**config.mk**
```make
export PLATFORM = sky130hd
export DESIGN_NAME = cube_scan_ctrl
export DESIGN_NICKNAME = d
export VERILOG_FILES = /design/src/rtl/cube_pkg.sv /design/src/rtl/cube_bit_shifter.sv /design/src/rtl/cube_scan_ctrl.sv
export SDC_FILE = /design/constraint.sdc
export NUM_CORES = 1
export LEC_CHECK = 0
export ABC_AREA = 1
export CORE_UTILIZATION = 30
export CTS_CLUSTER_SIZE = 14
export DETAILED_ROUTE_END_ITERATION = 6
export GPL_TIMING_DRIVEN = 1
export PLACE_DENSITY = 0.55
export SLEW_MARGIN = 25
export SYNTH_ARGS = -nofsm -noshare
export SYNTH_HDL_FRONTEND = slang
export SYNTH_HIERARCHICAL = 1
export SYNTH_SLANG_ARGS = --single-unit
```
**constraint.sdc**
```tcl
create_clock -name Clk -period 2.7 [get_ports Clk]
set_input_delay 0.81 -clock Clk [delete_from_list [all_inputs] [get_ports Clk]]
set_output_delay 0.81 -clock Clk [all_outputs]
set_load 0.01 [all_outputs]
```
**src/rtl/cube_pkg.sv**
```systemverilog
// Shared definitions for the 8x8x8 LED cube scan logic.
package cube_pkg;

  localparam int unsigned CUBE_W     = 8;
  localparam int unsigned CUBE_H     = 8;
  localparam int unsigned CUBE_D     = 8;
  localparam int unsigned CUBE_CELLS = CUBE_W * CUBE_H * CUBE_D;
  localparam int unsigned LAYER_BITS = CUBE_W * CUBE_D;

  typedef enum logic [2:0] {
    StSync,
    StStep,
    StCapture,
    StShift,
    StLatch,
    StDwell
  } scan_state_e;

  // Linear cell index: x + 8y + 64z.
  function automatic logic [8:0] cell_idx(input logic [2:0] x, input logic [2:0] y,
                                          input logic [2:0] z);
    return {z, y, x};
  endfunction

endpackage

```
**src/rtl/cube_bit_shifter.sv**
```systemverilog
// Serialises one 64-bit layer: CLK_PER_BIT clocks per bit, bit index counts 63 down to 0.
module cube_bit_shifter
  import cube_pkg::*;
#(
  parameter int unsigned CLK_PER_BIT = 4
) (
  input  logic       Clk,
  input  logic       Reset_n,
  input  logic       start,
  input  logic       bit_in,
  output logic       done,
  output logic [5:0] bit_idx,
  output logic       Ser_clk,
  output logic       Ser_data
);

  localparam int unsigned PhW  = $clog2(CLK_PER_BIT);
  localparam int unsigned Half = CLK_PER_BIT / 2;

  logic           active_q;
  logic [PhW-1:0] phase_q;
  logic [5:0]     n_q;
  logic           bit_end;

  assign bit_end = active_q && (phase_q == PhW'(CLK_PER_BIT - 1));
  assign done    = bit_end && (n_q == 6'd0);
  assign bit_idx = n_q;
  // Low for the first half of each bit, high for the second; data only moves as clk falls.
  assign Ser_clk  = active_q && (phase_q >= PhW'(Half));
  assign Ser_data = active_q && bit_in;

  // Bit-period divider and bit counter.
  always_ff @(posedge Clk) begin
    if (!Reset_n) begin
      active_q <= 1'b0;
      phase_q  <= '0;
      n_q      <= '0;
    end else if (start) begin
      active_q <= 1'b1;
      phase_q  <= '0;
      n_q      <= 6'(LAYER_BITS - 1);
    end else if (active_q) begin
      if (bit_end) begin
        phase_q <= '0;
        if (n_q == 6'd0) begin
          active_q <= 1'b0;
        end else begin
          n_q <= n_q - 6'd1;
        end
      end else begin
        phase_q <= phase_q + PhW'(1);
      end
    end
  end

endmodule

```
**src/rtl/cube_scan_ctrl.sv**
```systemverilog
// Scan/step controller: paces generation steps and scans a snapshotted frame layer by layer.
module cube_scan_ctrl
  import cube_pkg::*;
#(
  parameter int unsigned CLK_PER_BIT = 4,
  parameter int unsigned DWELL_CYC   = 1024,
  parameter int unsigned GEN_DIV     = 1_000_000
) (
  input  logic         Clk,
  input  logic         Reset_n,
  input  logic         Run,
  input  logic [511:0] Cells,
  output logic         Step,
  output logic         Ser_data,
  output logic         Ser_clk,
  output logic         Ser_latch,
  output logic [7:0]   Layer_sel,
  output logic         Blank,
  output logic         Overrun
);

  localparam int unsigned GenW = $clog2(GEN_DIV);
  localparam int unsigned DwW  = $clog2(DWELL_CYC + 1);

  scan_state_e           state_q;
  logic [CUBE_CELLS-1:0] frame_q;
  logic [2:0]            layer_q;
  logic [GenW-1:0]       gen_cnt_q;
  logic                  pending_q;
  logic                  overrun_q;
  logic [DwW-1:0]        dwell_cnt_q;
  logic                  step_q;
  logic                  latch_q;
  logic                  blank_q;
  logic [7:0]            layer_sel_q;

  logic       tick;
  logic       dwell_last;
  logic       shift_start;
  logic       shift_done;
  logic [5:0] bit_idx;
  logic       bit_in;

  assign tick        = Run && (gen_cnt_q == GenW'(GEN_DIV - 1));
  assign dwell_last  = dwell_cnt_q == DwW'(DWELL_CYC - 1);
  assign shift_start = (state_q == StCapture) ||
                       ((state_q == StDwell) && dwell_last && (layer_q != 3'(CUBE_H - 1)));
  // Bit n of a layer walks z in the upper three bits and x in the lower three.
  assign bit_in      = frame_q[cell_idx(bit_idx[2:0], layer_q, bit_idx[5:3])];

  cube_bit_shifter #(
    .CLK_PER_BIT(CLK_PER_BIT)
  ) u_shifter (
    .Clk     (Clk),
    .Reset_n (Reset_n),
    .start   (shift_start),
    .bit_in  (bit_in),
    .done    (shift_done),
    .bit_idx (bit_idx),
    .Ser_clk (Ser_clk),
    .Ser_data(Ser_data)
  );

  // Generation rate counter; ticks coalesce into a single pending step.
  always_ff @(posedge Clk) begin
    if (!Reset_n) begin
      gen_cnt_q <= '0;
      pending_q <= 1'b0;
      overrun_q <= 1'b0;
    end else begin
      if (Run) begin
        gen_cnt_q <= tick ? '0 : gen_cnt_q + GenW'(1);
      end
      if (tick) begin
        pending_q <= 1'b1;
        // A tick landing on the STEP cycle replaces the one being consumed.
        if (pending_q && (state_q != StStep)) begin
          overrun_q <= 1'b1;
        end
      end else if (state_q == StStep) begin
        pending_q <= 1'b0;
      end
    end
  end

  // Frame sequencing with registered Step/latch/blank/layer outputs.
  always_ff @(posedge Clk) begin
    if (!Reset_n) begin
      state_q     <= StSync;
      frame_q     <= '0;
      layer_q     <= '0;
      dwell_cnt_q <= '0;
      step_q      <= 1'b0;
      latch_q     <= 1'b0;
      blank_q     <= 1'b1;
      layer_sel_q <= 8'h01;
    end else begin
      unique case (state_q)
        StSync: begin
          if (pending_q) begin
            state_q <= StStep;
            step_q  <= 1'b1;
          end else begin
            state_q <= StCapture;
          end
        end
        StStep: begin
          step_q  <= 1'b0;
          state_q <= StCapture;
        end
        StCapture: begin
          frame_q <= Cells;
          layer_q <= '0;
          state_q <= StShift;
        end
        StShift: begin
          if (shift_done) begin
            state_q     <= StLatch;
            latch_q     <= 1'b1;
            layer_sel_q <= 8'h01 << layer_q;
          end
        end
        StLatch: begin
          latch_q     <= 1'b0;
          blank_q     <= 1'b0;
          dwell_cnt_q <= '0;
          state_q     <= StDwell;
        end
        StDwell: begin
          if (dwell_last) begin
            blank_q <= 1'b1;
            if (layer_q == 3'(CUBE_H - 1)) begin
              state_q <= StSync;
            end else begin
              layer_q <= layer_q + 3'd1;
              state_q <= StShift;
            end
          end else begin
            dwell_cnt_q <= dwell_cnt_q + DwW'(1);
          end
        end
        default: state_q <= StSync;
      endcase
    end
  end

  assign Step      = step_q;
  assign Ser_latch = latch_q;
  assign Layer_sel = layer_sel_q;
  assign Blank     = blank_q;
  assign Overrun   = overrun_q;

endmodule

```
==> results.ini, run 1 <==
[outcome]
outcome = finished with violations
failed_checks = setup timing

[cells_and_area]
register_area_mm2 = 0.0114
drive_gt1_frac = 0.109
postLayoutCellArea_mm2 = 0.0366
fin_nets = 4782
syn_to_final_growth_pct = 45.0
multi_input_area_mm2 = 0.0130
instances_no_fill = 5380
layout.filler_cells = 8454

[detailed_routing]
drtIter0Drc = 2311
via_per_inst = 4.95
wl_um = 104000
remaining_drc_errors = 0
drtAntennaViolNets = 0
route.detailed.wl_per_inst_um = 19.3
vias = 26600
drt-pass1-iter-count = 7

[sta]
achievable-frequency_ghz = 0.278
finClkSkew_ns = 0.0250
report.final.slew_viol_count = 0
worstMarginPinSlew_ns = 0.769
fin_ws_ns = -0.891
rsz0062_at_grt = true
timing.max_slew.rel_slack = 0.487
finalHoldViolations = 0
setup_violations = 1
fin_crit_sh = 1.33
post-route-min-period_ns = 3.59
setup_total_negative_slack_ns = -0.891

[global_route]
met1_usage = 0.312
grt-ovfl-total = 0
grt_usage = 0.230
grt_pass1_vias = 25300
grt.met2_usage = 0.366
initial_antenna_violation_count = 10
grt_start_max_net_pins = 188
top_usage_layer = met2
globalRouteMet3Util = 0.0394
grt_pass1_wl_um = 152000

[logic_synthesis]
postSynth.asyncResetShare = 0
syn_nets = 4267
top_reg_cell_synth = dfxtp_1
synth_cell_types = 43
mean_syn_cell_area_um2 = 6.74
yosysWarningCount = 6
synth_top_cells_by_area = dfxtp_1, nor2_1, o21ai_0
post_synth_most_frequent_cells = nor2_1, nand2_1, dfxtp_1, o21ai_0, nand3_1
synth.cell_area_mm2 = 0.0252
post-synth-top-area-cell = dfxtp_1
ffs_latches_synth = 571
post_synthesis_cells = 3740
yosysMostFrequentCell = nor2_1
synthDominantCellAreaShare = 0.453
synth-edff-count = 0
synth-seq-area-share = 0.453

[clock_network]
htree_levels = 3
clockBufferDepth = 3
clk_pin_slew_worst_paths_ns = 0.05
cts_buffers = 70
tritoncts_clock_tree = done
clk_latency_ns = 0.62
clockRootBuffer = clkbuf_16
cts.sinks = 571
cts_hold_fix_bufs = 0

[power]
clkPwrFrac = 0.377
power_report.internal_total_mw = 17.5
vdd.ir_drop.worst_v = 0.000398
p_leak_nw = 15.1
power.density_mw_per_mm2 = 685
design_power_total_mw = 25.0
switching_share = 0.299
power.share.sequential = 0.391
p_switching_mw = 7.50
power.combinational.fraction = 0.232

[place]
dp_area_mm2 = 0.0322
portBuffers = 528
globalplace.congestion = 0.838
detailedPlace.worstSlack_ns = -1.11
detailedPlacementHpwl_um = 66900
dp_cells = 5187

[floorplan]
design.die.area_mm2 = 0.0852
coreArea_mm2 = 0.0826
io_pins = 529
die-height_um = 292
die-width_um = 292
start_util = 0.305
rows = 105

[critical_path]
timing.critical_path.from_type = flip-flop
critical_path_peak_fanout = 5
timing.critical_path.arrival_ns = 2.78
reg2regPathDepth = 10
critPathRequiredTime_ns = 1.89
end_kind = output pin
critical_path_class = reg -> out

[hold_path]
hold_path_class = reg -> reg
worstHoldPathCells = 2

[flow_run]
max-cap-violations = 0

## state kept, by name, summed over array words and instances, names as in the netlist
register            cells
Blank                   1
Layer_sel               8
Overrun                 1
Ser_latch               1
Step                    1
dwell_cnt_q            11
frame_q               512
gen_cnt_q              20
layer_q                 3
pending_q               1
state_q                 3
u_shifter/active_q      1
u_shifter/bit_idx       6
u_shifter/phase_q       2
## cell type report
cell class,count,area share
flip-flops and latches,571,0.313
well taps,1070,0.0366
diodes,5,0.000342
inverters,69,0.00842
repair buffers,728,0.224
multi-input cells,2815,0.355
clock buffers,105,0.0582
clock inverters,17,0.00455
## cells in the final DEF (no fill, tap or decap), types with 7 or more instances in the layout
master	synthesis	final
nand2_1	596	580
nand3_2	3	101
nand3_1	519	412
clkbuf_8	0	18
nand4_1	7	7
buf_16	0	22
clkbuf_1	192	14
o21ai_1	3	7
nand2_2	1	15
buf_12	0	58
ha_1	12	12
dfxtp_1	571	566
buf_4	17	93
clkdlybuf4s50_1	0	525
buf_6	0	17
o21ai_0	532	527
nor2_1	1046	1046
nand3_4	0	9
a21oi_1	51	50
clkbuf_16	0	81
inv_1	57	54
inv_2	8	7
clkinv_2	1	10
## stage by stage
stage                      util  hold slack, ns
after global placement    0.390           0.430
after detailed placement  0.390           0.436
after floorplan               -           0.421
after CTS                 0.432           0.444
after global routing      0.442           0.468
final                     0.442           0.444
## critical path, stage by stage (launching register included)
cell and delay, ns:
dfxtp_4 0.39, buf_12 0.15, clkbuf_16 0.16, buf_12 0.13, nand2_1 0.07, nand3_2 0.13, nand3_2 0.10, nand3_2 0.07
nand3_2 0.12, nand3_4 0.08, buf_12 0.12, nand2_1 0.04, nand2_1 0.05, nand3_1 0.08, nand2_1 0.06, nand2_1 0.07
nand2_2 0.10, nand2_4 0.10, inv_2 0.04, buf_6 0.11
## kinds of logic after synthesis
family / count (synthesis) / synth area share
AOI/OAI and AO/OA: 603 / 0.122
xor gates and xnor gates: 4 / 0.00139
adders and majority gates: 12 / 0.00595
buffers and inverters: 354 / 0.0583
DFF: 571 / 0.453
and+or+nand+nor: 2196 / 0.359
## power groups by stage
stage	registers (mW)	logic, mW	clock network, mW
after floorplan	9.78	2.77	0
after global placement	9.96	4.88	0
after detailed placement	9.95	4.90	0
after CTS	9.79	5.45	9.62
after global routing	9.89	6.37	9.97
final	9.79	5.81	9.44
## what timing repair did
| action | in CTS | in global routing |
|---|---|---|
| setup endpoints to repair | 2 | 1 |
| setup buffers | 18 | 23 |
| gates resized for setup | 132 | 82 |
| cloned | 16 | 9 |
| pin swaps | 39 | 42 |
| hold endpoints to repair | 0 | 0 |
## worst paths after layout
kind / endpoint / slack (ns) / from
setup / recovery: Ser_data / -0.89 / u_shifter/bit_idx[0]$_SDFFE_PN0P_
hold / removal: gen_cnt_q[17]$_SDFFE_PN0P_ / 0.44 / gen_cnt_q[17]$_SDFFE_PN0P_
setup reg to reg: Layer_sel[4]$_SDFFE_PN0P_ / 0.30 / u_shifter/bit_idx[0]$_SDFFE_PN0P_
hold reg to reg: gen_cnt_q[17]$_SDFFE_PN0P_ / 0.44 / gen_cnt_q[17]$_SDFFE_PN0P_
## routing by layer
| metal | up-vias | wire length, um |
|---|---|---|
| met3 | 148 | 6210 |
| li1 | 13300 | - |
| met1 | 12300 | 47200 |
| met5 | - | 23 |
| met4 | 4 | 3040 |
| met2 | 874 | 47200 |
Power figures use the tool's default switching activity.
==> run 2: changes to the inputs <==
--- a/config.mk
+++ b/config.mk
@@ -9,9 +9,9 @@
 export CORE_UTILIZATION = 30
 export CTS_CLUSTER_SIZE = 14
 export DETAILED_ROUTE_END_ITERATION = 6
-export GPL_TIMING_DRIVEN = 1
-export PLACE_DENSITY = 0.55
-export SLEW_MARGIN = 25
+export DONT_BUFFER_PORTS = 1
+export GPL_TIMING_DRIVEN = 0
+export PLACE_DENSITY = 0.47
 export SYNTH_ARGS = -nofsm -noshare
 export SYNTH_HDL_FRONTEND = slang
 export SYNTH_HIERARCHICAL = 1
==> results.ini, run 2 (synthesis results as in run 1) <==
[sta]
finalHoldViolations = 0  ; unchanged
finClkSkew_ns = 0.0301  ; +0.00513 ns
fin_crit_sh = 1.34  ; +0.0106
fin_ws_ns = -0.919  ; -0.0285 ns
timing.max_slew.rel_slack = 0.229  ; -0.258
post-route-min-period_ns = 3.62  ; +0.0285 ns
report.final.slew_viol_count = 0  ; unchanged
rsz0062_at_grt = true
worstMarginPinSlew_ns = 1.16  ; +0.388 ns
achievable-frequency_ghz = 0.276  ; -0.79%
setup_violations = 1  ; unchanged

[critical_path]
worst_path_largest_cell_delay_ns = 0.41  ; +0.02 ns
critical_path.cell_chain = buf_8 > buf_12 > buf_12 > nand2_1 > nand3_1 > nand3_1 > nand3_1 > nand3_1 > nand3_2 > nand2_2 > nand2_1 > nand3_1 > nand2_1 > nand2_1 > nand2_2 > nand2_4 > inv_2
critPathBufInv = 4  ; -2
timing.critical_path.from_type = flip-flop
crit_top_cell = nand3_1
critical_path_class = reg -> out
timing.critical_path.arrival_ns = 2.81  ; +0.03 ns
cp_top_family = simple AND/OR/NAND/NOR gates
crit_slowest_cell = dfxtp_4
critPathRequiredTime_ns = 1.89  ; about the same
end_kind = output pin
critical_path_peak_fanout = 11  ; +6

[clock_network]
clockRootBuffer = clkbuf_16
cts.sinks = 571  ; unchanged
clk_pin_slew_worst_paths_ns = 0.07  ; +0.02 ns
clockBufferDepth = 3  ; unchanged
tritoncts_clock_tree = done
clk_latency_ns = 0.63  ; about the same
cts_hold_fix_bufs = 0  ; unchanged
cts_buffers = 70  ; unchanged
htree_levels = 3  ; unchanged

[detailed_routing]
vias = 26300  ; -1.2%
wl_um = 132000  ; +28%
drt-pass1-iter-count = 5  ; -2
remaining_drc_errors = 0  ; unchanged
drtAntennaViolNets = 0  ; unchanged
via_per_inst = 5.30  ; +7.1%
drtIter0Drc = 2397  ; +3.7%
route.detailed.wl_per_inst_um = 26.7  ; +38%

[cells_and_area]
syn_to_final_growth_pct = 21.0
drive_gt1_frac = 0.100  ; -0.00887
largestRegisters = frame_q: 512 flops, gen_cnt_q: 20 flops, dwell_cnt_q: 11 flops
fin_nets = 4353  ; -9.0%
layout.filler_cells = 8939  ; +5.7%
layout_common_cells = nor2_1, nand2_1, dfxtp_1
final_common_cell = nor2_1
layout.core_utilization = 0.369  ; -0.0730
top_register = frame_q
largest_reg_flops = 512  ; unchanged

[place]
portBuffers = 0  ; -100%
globalplace.congestion = 0.883  ; +5.3%
detailedPlacementHpwl_um = 94600  ; +41%

[outcome]
failed_checks = setup timing
outcome = finished with violations

[power]
p_leak_nw = 12.6  ; -16%
design_power_total_mw = 24.8  ; -0.83%
vdd.ir_drop.worst_v = 0.000475  ; +19%
power.density_mw_per_mm2 = 814  ; +19%

[hold_path]
hold_path_class = in -> reg

[floorplan]
design.die.area_mm2 = 0.0852  ; unchanged
die-height_um = 292  ; unchanged
rows = 105  ; unchanged
io_pins = 529  ; unchanged
die-width_um = 292  ; unchanged
start_util = 0.305  ; unchanged
coreArea_mm2 = 0.0826  ; unchanged

[global_route]
grt_pass1_wl_um = 182000  ; +19%
grt_pass1_vias = 25000  ; -0.89%
grt_start_max_net_pins = 13  ; -93%
grt-ovfl-total = 0  ; unchanged
initial_antenna_violation_count = 35  ; +25
grt_usage = 0.300  ; +0.0699

[flow_run]
max-cap-violations = 0  ; unchanged

==> run 2: cell count changes in the layout (fill, tap and decap cells not counted), sizes merged <==
| cell | change |
|---|---|
| buf | -86 |
| dlygate4sd2 | -1 |
| clkbuf | +179 |
| clkinvlp | +1 |
| clkinv | +4 |
| clkdlybuf4s50 | -525 |
| diode | +10 |
| bufinv | +1 |
==> run 2: cell type report <==
| cell class | count | area, um2 | area share |
|---|---|---|---|
| clock inverters | 23 | 223 | 0.00730 |
| flip-flops and latches | 571 | 11400 | 0.375 |
| well taps | 1070 | 1340 | 0.0439 |
| multi-input cells | 2815 | 12900 | 0.423 |
| repair buffers | 15 | 258 | 0.00844 |
| diodes | 15 | 37.5 | 0.00123 |
| clock buffers | 101 | 2070 | 0.0678 |
| plain buffers | 284 | 1970 | 0.0647 |
| inverters | 69 | 283 | 0.00926 |
==> run 2: through the flow <==
step | hold WS, ns | instance area (um2) | setup TNS [ns] | setup slack [ns] | std cells
4_1_cts | 0.278 | 30000 | -0.984 | -0.984 | 4944
2_1_floorplan | 0.421 | 25200 | 0 | 0.162 | 3740
3_3_place_gp | 0.434 | 26600 | -132.24 | -1.89 | 4810
6_report | 0.312 | 30500 | -0.919 | -0.919 | 4963
5_1_grt | 0.290 | 30500 | -1.00 | -1.00 | 4960
3_5_place_dp | 0.436 | 26600 | -135.33 | -1.91 | 4811
==> run 2: layer usage <==
metal / up-vias / track usage / wire [um]
li1: 12400 / - / -
met1: 12500 / 0.392 / 57300
met2: 1080 / 0.483 / 60000
met3: 266 / 0.0709 / 10200
met4: 38 / 0.104 / 4610
met5: - / 0 / 255
==> run 2: power breakdown <==
part	switching (mW)	internal, mW
clock network	4.00	5.62
logic	3.79	1.65
registers	0.453	9.31
==> run 2: worst paths after layout <==
| path | cells after the start | from | end | slack [ns] |
|---|---|---|---|---|
| min reg2reg | 2 | gen_cnt_q[17]$_SDFFE_PN0P_ | gen_cnt_q[17]$_SDFFE_PN0P_ | 0.44 |
| max | 17 | u_shifter/bit_idx[0]$_SDFFE_PN0P_ | Ser_data | -0.92 |
| max reg2reg | 8 | state_q[1]$_SDFFE_PN0P_ | frame_q[290]$_SDFFE_PN0N_ | 0.12 |
| min | 2 | Cells[47] | frame_q[47]$_SDFFE_PN0N_ | 0.31 |
==> run 2: timing repair <==
item / CTS / global route
resized for setup: 340 / 95
setup buffers: 5 / 1
gates cloned: 4 / 5
endpoints found under the setup margin: 224 / 53
pin swaps: 20 / 25
